$ cat src/rtl/ram_sp_lanes.sv
// ram_sp_lanes: parametrised single-port synchronous RAM with per-lane write
// enables, registered read port with valid strobe, selectable read-during-write
// behaviour and a clear engine that fills every word after reset or on request.
module ram_sp_lanes #(
   parameter int unsigned          DATA_W      = 8,
   parameter int unsigned          ADDR_W      = 3,
   parameter int unsigned          DEPTH       = 1 << ADDR_W,
   parameter int unsigned          LANES       = 1,
   parameter int unsigned          WRITE_FIRST = 0,
   parameter logic [DATA_W-1:0]    FILL        = '0
) (
   input  logic                 clk,
   input  logic                 rst,
   input  logic                 clr,
   output logic                 busy,
   input  logic [ADDR_W-1:0]    addr,
   input  logic [DATA_W-1:0]    wdata,
   input  logic [LANES-1:0]     we,
   input  logic                 re,
   output logic [DATA_W-1:0]    rdata,
   output logic                 rvalid
);

   localparam int unsigned          LANE_W  = DATA_W / LANES;
   localparam logic [0:0]           S_CLEAR = 1'b0;
   localparam logic [0:0]           S_IDLE  = 1'b1;
   localparam logic [ADDR_W-1:0]    LAST    = ADDR_W'(DEPTH - 1);
   localparam logic [ADDR_W:0]      DEPTH_X = (ADDR_W + 1)'(DEPTH);

   logic [DATA_W-1:0]   r_mem [DEPTH];
   logic [0:0]          r_state;
   logic [ADDR_W-1:0]   r_cnt;
   logic                r_busy;
   logic [DATA_W-1:0]   r_rdata;
   logic                r_rvalid;

   logic [0:0]          w_state_nxt;
   logic [ADDR_W-1:0]   w_cnt_nxt;
   logic                w_busy_nxt;
   logic                w_in_range;
   logic                w_access;
   logic                w_wr_en;
   logic                w_rd_en;
   logic [DATA_W-1:0]   w_old;
   logic [DATA_W-1:0]   w_merged;

   assign busy   = r_busy;
   assign rdata  = r_rdata;
   assign rvalid = r_rvalid;

   // Decode of a user access accepted on this edge
   assign w_in_range = {1'b0, addr} < DEPTH_X;
   assign w_access   = (r_state == S_IDLE) && !clr;
   assign w_wr_en    = w_access && (|we) && w_in_range;
   assign w_rd_en    = w_access && re;

   // Old word and lane-merged new word; out-of-range addresses read as FILL
   always_comb begin
      w_old    = w_in_range ? r_mem[addr] : FILL;
      w_merged = w_old;
      for (int i = 0; i < int'(LANES); i++) begin
         if (we[i]) begin
            w_merged[i*LANE_W +: LANE_W] = wdata[i*LANE_W +: LANE_W];
         end
      end
      if (!w_in_range) begin
         w_merged = FILL;
      end
   end

   // Next-state logic: clear sweep ends on the last word, clr restarts it
   always_comb begin
      w_state_nxt = r_state;
      w_cnt_nxt   = r_cnt;
      w_busy_nxt  = r_busy;
      case (r_state)
         S_CLEAR: begin
            if (r_cnt == LAST) begin
               w_state_nxt = S_IDLE;
               w_cnt_nxt   = '0;
               w_busy_nxt  = 1'b0;
            end else begin
               w_cnt_nxt   = r_cnt + ADDR_W'(1);
            end
         end
         default: begin
            if (clr) begin
               w_state_nxt = S_CLEAR;
               w_cnt_nxt   = '0;
               w_busy_nxt  = 1'b1;
            end
         end
      endcase
   end

   // State register; reset restarts the clear sweep from word 0
   always_ff @(posedge clk) begin
      if (rst) begin
         r_state <= S_CLEAR;
         r_cnt   <= '0;
         r_busy  <= 1'b1;
      end else begin
         r_state <= w_state_nxt;
         r_cnt   <= w_cnt_nxt;
         r_busy  <= w_busy_nxt;
      end
   end

   // Storage array: fill writes while clearing, merged user writes when idle
   always_ff @(posedge clk) begin
      if (!rst) begin
         if (r_state == S_CLEAR) begin
            r_mem[r_cnt] <= FILL;
         end else if (w_wr_en) begin
            r_mem[addr] <= w_merged;
         end
      end
   end

   // Registered read port; rdata holds when no read is accepted
   always_ff @(posedge clk) begin
      if (rst) begin
         r_rdata  <= '0;
         r_rvalid <= 1'b0;
      end else begin
         r_rvalid <= w_rd_en;
         if (w_rd_en) begin
            r_rdata <= (WRITE_FIRST != 0) ? w_merged : w_old;
         end
      end
   end

endmodule

$ cat config.mk
export PLATFORM = sky130hd
export DESIGN_NAME = ram_sp_lanes
export DESIGN_NICKNAME = d
export VERILOG_FILES = /design/src/rtl/ram_sp_lanes.sv
export SDC_FILE = /design/constraint.sdc
export NUM_CORES = 1
export LEC_CHECK = 0
export ABC_CLOCK_PERIOD_IN_PS = 2900
export CORE_MARGIN = 4
export CORE_UTILIZATION = 57
export DETAILED_ROUTE_END_ITERATION = 10
export HOLD_SLACK_MARGIN = 0.02
export PLACE_DENSITY = 0.79
export SYNTH_ARGS = -nofsm -noshare
export SYNTH_HDL_FRONTEND = slang
export SYNTH_SLANG_ARGS = --single-unit
export TNS_END_PERCENT = 1
$ cat constraint.sdc
create_clock -name clk -period 2.9 [get_ports clk]
set_input_delay 0.58 -clock clk [delete_from_list [all_inputs] [get_ports clk]]
set_output_delay 0.58 -clock clk [all_outputs]
set_load 0.01 [all_outputs]
==> impl_metrics.yaml, run 1 <==
clocking:
  cts_tree: "yes"
  clock_tree.htree_level_count: 3
  cts.repair_timing.setup_buffer_count: 0
  numCtsBuffers: 9
  cts.sinks: 78
  worst_skew_pair.late_latency_ns: 0.34
  cts.clk_slew.worst_paths_ns: 0.07
  clock-root-buffer: "sky130_fd_sc_hd__clkbuf_8"
  cts-resized-gates: 0
  cts_hold_repair.buffers: 0
  cts-root-to-sink-buffers: 2
sta:
  fmax_mhz: 442
  finalHoldViolations: 0
  worst_slew_pin_slew_ns: 0.618
  slew_headroom_pct: 58.7
  timing.clock.skew_ns: 0.00773
  setup_viol: 0
  layout_worst_path_cycle_share_pct: 77.9
  period_needed_ns: 2.26
  timing.final.max_slew_violations: 0
  rsz0062_at_grt: "no"
  fin_setup_tns_ns: 0
  final.setup.worst_slack_ns: 0.640
die:
  fp.dieW_um: 82.3
  pin_count: 26
  floorplan.core_area_um2: 5240
  num_rows: 26
  die-height_um: 82.3
  initial_core_util_pct: 60.2
  design.die.area_um2: 6780
synth:
  synth_area_per_cell_um2: 14.7
  yosysSeqAreaShare_pct: 69.9
  yosys_warnings: 0
  synth_top_cells_by_count: "sky130_fd_sc_hd__edfxtp_1, sky130_fd_sc_hd__mux2i_1, sky130_fd_sc_hd__nor2_1"
  synth_top_area_share_pct: 61.0
  synth-seq-cells: 78
  post_synth_num_cell_types: 28
  synth-edff-count: 64
  synth_area_um2: 3150
  synthArstFlopShare_pct: 0
  ys_dominant_reg_cell: "sky130_fd_sc_hd__edfxtp_1"
  synth.net_count: 233
  syn_inst: 215
  synthMostInstantiatedCell: "sky130_fd_sc_hd__edfxtp_1"
  yosys.area.top_type: "sky130_fd_sc_hd__edfxtp_1"
  synth_top_cells_by_area: "sky130_fd_sc_hd__edfxtp_1, sky130_fd_sc_hd__mux2i_1, sky130_fd_sc_hd__dfxtp_1"
routing:
  routed-wl-met3_um: 333
  detail_route.wirelength.met1_mm: 2.65
  drt_pre_antenna_iters: 4
  route.top_layer_used: "met4"
  drtAntennaViolNets: 0
  routed_via_density: 5.53
  count_of_routing_violations_after_the_opening_detailed_route_iteration: 163
  detail_route.wirelength_mm: 5.97
  met2_length_mm: 2.92
  routed-via-count: 1809
  routedWlPerCell_um: 18.3
  drc: 0
final_layout:
  nets: 270
  antenna-diode-count: 0
  post_route_cells_drive_above_1_share_pct: 12.5
  area_growth_pct: 16.9
critical_path:
  startpoint_type: "input pin"
  critical-path-top-delay-family: "simple AND/OR/NAND/NOR gates"
  r2r_slack_ns: 0.81
  crit_path_max_fanout: 8
  critical_path_arrival_ns: 2.31
  worst_path_largest_cell_delay_ns: 0.51
  startpoint: "clr"
  critical_path.endpoint: "r_mem[4][7]$_DFFE_PP_"
  worst_r2r_startpoint: "r_state$_SDFF_PP0_"
  ordered_list_of_cells_on_the_worst_path: "clkdlybuf4s50_1 > and4bb_1 > mux2i_2 > nand2b_1 > nor2_1 > buf_4"
  type_of_the_worst_setup_path: "in2reg"
  critical_path_buf_inv_count: 2
  critical_path_required_ns: 2.95
  cp-end-kind: "flip-flop"
  r2r-end: "r_mem[4][7]$_DFFE_PP_"
  reg2regPathDepth: 5
  critical_path_depth: 6
  critical-path-slowest-cell: "sky130_fd_sc_hd__clkdlybuf4s50_1"
placement:
  gp_congestion: 0.743
  detailedPlace.worstSlack_ns: 0.312
  io_buffer_count: 25
  dpl.hpwl_mm: 4.04
grt:
  overflow: 0
  grt_antenna_before_repair: 0
  grtUsageTotal_pct: 20.5
  wire_length_of_the_first_global_routing_pass_mm: 9.59
  grt_max_degree: 33
  grt_pass1_vias: 1865
power_and_ir_drop:
  power.leakage_nw: 1.25
  p_sw_w: 0.000449
  power.density_nw_per_um2: 564
  clockPowerShare_pct: 33.6
  portion_of_total_power_attributed_to_sequential_cells_pct: 60.0
  power.share.switching_pct: 21.6
  p_int_w: 0.00163
  comb_power_share_pct: 6.4
  power.ir.vdd_worst_mv: 0.388
status:
  outcome: "finished, final reports clean"
hold_path:
  timing.hold.worst.class: "reg2reg"
job:
  drv.max_cap_violation_count: 0
metal layers:
| metal | vias up | global-route usage (%) |
|---|---|---|
| met3 | 6 | 4.23 |
| met2 | 58 | 32.9 |
| met1 | 854 | 26.8 |
| li1 | 891 | - |
| met5 | - | 0 |
| met4 | 0 | 9.47 |
worst min-delay path, stage by stage (launching register included):
cell                      delay [ns]
sky130_fd_sc_hd__dfxtp_1        0.31
sky130_fd_sc_hd__nor2_1         0.09
sky130_fd_sc_hd__nor3_1         0.05
sequential cells by signal, indices dropped and copies added (netlist names):
| register | flops |
|---|---|
| r_cnt | 3 |
| r_state | 1 |
| busy | 1 |
| rdata | 8 |
| rvalid | 1 |
| r_mem | 64 |
power groups by stage:
| stage | logic (W) | registers, W | clock network [W] |
|---|---|---|---|
| 2_1_floorplan | 0.0000817 | 0.00127 | 0 |
| 3_3_place_gp | 0.000128 | 0.00127 | 0 |
| 3_5_place_dp | 0.000132 | 0.00127 | 0 |
| 4_1_cts | 0.000132 | 0.00125 | 0.000709 |
| 5_1_grt | 0.000145 | 0.00125 | 0.000761 |
| 6_report | 0.000132 | 0.00125 | 0.000698 |
area by class of cell:
class	count	area [um2]
well taps	70	87.6
inverters	1	3.75
multi-input cells	123	871
fillers	354	1550
clock inverters	4	23.8
flip-flops and latches	78	2200
repair buffers	39	350
clock buffers	12	145
stage by stage:
| step | instances | hold slack (ns) | cell area, um2 | util [%] | power [W] |
|---|---|---|---|---|---|
| after CTS | 327 | 0.498 | 3680 | 70.3 | 0.00209 |
| after global routing | 327 | 0.528 | 3680 | 70.3 | 0.00215 |
| after floorplan | 215 | 0.492 | 3150 | - | 0.00135 |
| after detailed placement | 311 | 0.487 | 3510 | 67.1 | 0.00140 |
| after global placement | 311 | 0.487 | 3510 | 67.1 | 0.00140 |
| final | 327 | 0.497 | 3680 | 70.3 | 0.00208 |
kinds of logic (layout without fill, tap and decap cells):
kind of cell / Yosys count / after routing / share of synthesized area, %
DFF: 78 / 78 / 69.9
and+or+nand+nor: 55 / 55 / 9.09
muxes: 34 / 34 / 11.0
AOI/OAI and AO/OA: 32 / 32 / 6.71
buffers and inverters: 14 / 56 / 2.46
adders and majority gates: 2 / 2 / 0.794
placed cells by master, fill, tap and decap left out, types with 3 or more instances in the layout:
| master | n |
|---|---|
| sky130_fd_sc_hd__edfxtp_1 | 64 |
| sky130_fd_sc_hd__mux2i_1 | 32 |
| sky130_fd_sc_hd__clkdlybuf4s50_1 | 24 |
| sky130_fd_sc_hd__nor2_1 | 19 |
| sky130_fd_sc_hd__a22oi_1 | 16 |
| sky130_fd_sc_hd__dfxtp_1 | 14 |
| sky130_fd_sc_hd__buf_4 | 14 |
| sky130_fd_sc_hd__nor3_1 | 11 |
| sky130_fd_sc_hd__a21oi_1 | 11 |
| sky130_fd_sc_hd__clkbuf_8 | 10 |
| sky130_fd_sc_hd__and2_1 | 9 |
| sky130_fd_sc_hd__nand2b_1 | 5 |
| sky130_fd_sc_hd__nor2b_1 | 3 |
| sky130_fd_sc_hd__nand3_1 | 3 |
| sky130_fd_sc_hd__clkinv_2 | 3 |
worst min-delay path by stage:
stage          slack [ns]               endpoint  cells after the start                  start
5_1_grt              0.53  rdata[3]$_SDFFE_PP0P_                      2  rdata[3]$_SDFFE_PP0P_
6_report             0.50  rdata[4]$_SDFFE_PP0P_                      2  rdata[4]$_SDFFE_PP0P_
3_5_place_dp         0.49  rdata[4]$_SDFFE_PP0P_                      2  rdata[4]$_SDFFE_PP0P_
2_1_floorplan        0.49  r_cnt[1]$_SDFFE_PP0P_                      2  r_cnt[1]$_SDFFE_PP0P_
3_3_place_gp         0.49  rdata[4]$_SDFFE_PP0P_                      2  rdata[4]$_SDFFE_PP0P_
4_1_cts              0.50  rdata[4]$_SDFFE_PP0P_                      2  rdata[4]$_SDFFE_PP0P_
Power figures use the tool's default switching activity.
==> run 2: changes to the inputs <==
--- a/config.mk
+++ b/config.mk
@@ -5,12 +5,12 @@
 export SDC_FILE = /design/constraint.sdc
 export NUM_CORES = 1
 export LEC_CHECK = 0
-export ABC_CLOCK_PERIOD_IN_PS = 2900
+export ABC_CLOCK_PERIOD_IN_PS = 1900
 export CORE_MARGIN = 4
-export CORE_UTILIZATION = 57
+export CORE_UTILIZATION = 51
 export DETAILED_ROUTE_END_ITERATION = 10
 export HOLD_SLACK_MARGIN = 0.02
-export PLACE_DENSITY = 0.79
+export PLACE_DENSITY = 0.74
 export SYNTH_ARGS = -nofsm -noshare
 export SYNTH_HDL_FRONTEND = slang
 export SYNTH_SLANG_ARGS = --single-unit
==> constraint.sdc (replaced) <==
create_clock -name clk -period 1.9 [get_ports clk]
set_input_delay 0.38 -clock clk [delete_from_list [all_inputs] [get_ports clk]]
set_output_delay 0.38 -clock clk [all_outputs]
set_load 0.01 [all_outputs]
==> run 2 against run 1 <==
Critical path depth fell by 2. Clock power increased by 65%. Setup slack got worse by 0.55 ns. Register-to-register slack got worse by 0.72 ns. Count of clock-buffer cells in the layout is 1 lower. Via count up 6.3%. Flip-flop and latch count did not move. Final cell count grew 7.3%. Routed wire length increased by 5.4%. Sequential share of layout area decreased by 3.7 points.
==> impl_metrics.yaml, run 2 (same netlist as run 1, synthesis figures left out) <==
power_and_ir_drop:
  power.ir.vdd_worst_mv: 0.478
  power_w: 0.00327
  power.density_nw_per_um2: 834
  power.leakage_nw: 1.38
die:
  floorplan.core_area_um2: 5960
  initial_core_util_pct: 52.9
  num_rows: 28
  pin_count: 26
  die-height_um: 86.6
  fp.dieW_um: 86.6
  design.die.area_um2: 7500
final_layout:
  largest_reg_flops: 64
  nets: 289
  antenna-diode-count: 0
  post_route_cells_drive_above_1_share_pct: 18.1
  max_flop_register: "r_mem"
  stdcell_area_um2: 3920
  area_growth_pct: 24.5
  layout.cells.most_common: "sky130_fd_sc_hd__edfxtp_1"
  final_cell_mix: "sky130_fd_sc_hd__edfxtp_1, sky130_fd_sc_hd__mux2i_1, sky130_fd_sc_hd__buf_4"
  finish.utilization_pct: 65.9
  final_cells: 351
placement:
  gp_congestion: 0.835
  detailedPlace.worstSlack_ns: -0.473
  dpl.hpwl_mm: 4.51
  io_buffer_count: 25
  placedCellCount: 335
  placement.cell_area_um2: 3720
status:
  outcome: "finished, final reports clean"
hold_path:
  min_delay_path_depth: 3
  hold_path_end: "r_state$_SDFF_PP0_"
  worstHoldStart: "clr"
  timing.hold.worst.class: "in2reg"
sta:
  worst_slew_pin_slew_ns: 0.737
  rsz0062_at_grt: "no"
  fmax_mhz: 552
  timing.final.max_slew_violations: 0
  final.setup.worst_slack_ns: 0.0891
  finalHoldViolations: 0
  setup_viol: 0
  timing.clock.skew_ns: 0.00615
  period_needed_ns: 1.81
  layout_worst_path_cycle_share_pct: 95.3
  slew_headroom_pct: 50.6
grt:
  grt_antenna_before_repair: 0
  grt_pass1_vias: 1883
  global_route.usage.met2_pct: 28.2
  met3_track_utilization_from_global_routing_pct: 5.13
  overflow: 0
  wire_length_of_the_first_global_routing_pass_mm: 9.72
  globalRoute.busiestLayer: "met2"
  grt_max_degree: 30
  grtUsageTotal_pct: 18.0
  m1_gr_usage_pct: 24.6
routing:
  drc: 0
  drtAntennaViolNets: 0
  routedWlPerCell_um: 17.9
  detail_route.wirelength_mm: 6.30
  routed-via-count: 1923
  routed_via_density: 5.48
  drt_pre_antenna_iters: 5
  count_of_routing_violations_after_the_opening_detailed_route_iteration: 174
critical_path:
  critical_path_arrival_ns: 1.78
  type_of_the_worst_setup_path: "reg2reg"
  critical_path_required_ns: 1.87
  crit_path_max_fanout: 8
  r2r_slack_ns: 0.09
  startpoint_type: "flip-flop"
  worst_r2r_startpoint: "r_state$_SDFF_PP0_"
  r2r-end: "r_mem[7][0]$_DFFE_PP_"
  cp-end-kind: "flip-flop"
  reg2regPathDepth: 4
clocking:
  clock_tree.htree_level_count: 3
  cts_tree: "yes"
  cts.repair_timing.setup_buffer_count: 0
  cts.sinks: 78
  cts-root-to-sink-buffers: 2
  numCtsBuffers: 9
  worst_skew_pair.late_latency_ns: 0.34
  cts.clk_slew.worst_paths_ns: 0.07
  clock-root-buffer: "sky130_fd_sc_hd__clkbuf_8"
  cts_hold_repair.buffers: 0
job:
  drv.max_cap_violation_count: 0
run 2: area by class of cell:
class,instances,area [um2]
Clock buffer,11,131
Clock inverter,5,50.0
Fill cell,432,2030
Inverter,1,3.75
Multi-Input combinational cell,123,888
Sequential cell,78,2200
Tap cell,75,93.8
Timing Repair Buffer,58,554
run 2: metal layers:
layer / wire length (um) / part of all wire (%)
met5: 0 / 0
met3: 316 / 5.0
met2: 3020 / 48
met4: 76 / 1.2
met1: 2880 / 46
run 2: timing repair:
item | in CTS | in global routing
resized for setup | 1 | 6
pin swaps | 0 | 1
endpoints found under the setup margin | 56 | 56
run 2: worst max-delay path: stages, from the launching register on:
cell and delay, ns:
sky130_fd_sc_hd__dfxtp_1 0.33, sky130_fd_sc_hd__buf_4 0.16, sky130_fd_sc_hd__nand2b_1 0.14, sky130_fd_sc_hd__a21o_1 0.19, sky130_fd_sc_hd__nor3_2 0.63
run 2: report_power, final:
group          internal, W  switching [W]
clock             0.000597       0.000555
sequential         0.00188      0.0000211
combinational     0.000106       0.000112
total              0.00258       0.000688
run 2: worst max-delay path by stage:
stage | startpoint | end | slack (ns) | cells after the start
finish | r_state$_SDFF_PP0_ | r_mem[7][0]$_DFFE_PP_ | 0.09 | 4
detailed placement | rst | r_mem[2][1]$_DFFE_PP_ | -0.47 | 7
floorplan | rst | r_mem[6][0]$_DFFE_PP_ | -0.15 | 5
CTS | clr | r_mem[2][3]$_DFFE_PP_ | -0.09 | 7
global placement | rst | r_mem[2][4]$_DFFE_PP_ | -0.44 | 7
global route | r_state$_SDFF_PP0_ | r_mem[7][0]$_DFFE_PP_ | 0.005 | 4
run 2: through the flow:
stage	TNS [ns]	hold slack, ns
6_report	0	0.385
5_1_grt	0	0.397
4_1_cts	-3.21	0.514
3_5_place_dp	-28.09	0.503
3_3_place_gp	-25.78	0.485
2_1_floorplan	-7.75	0.478
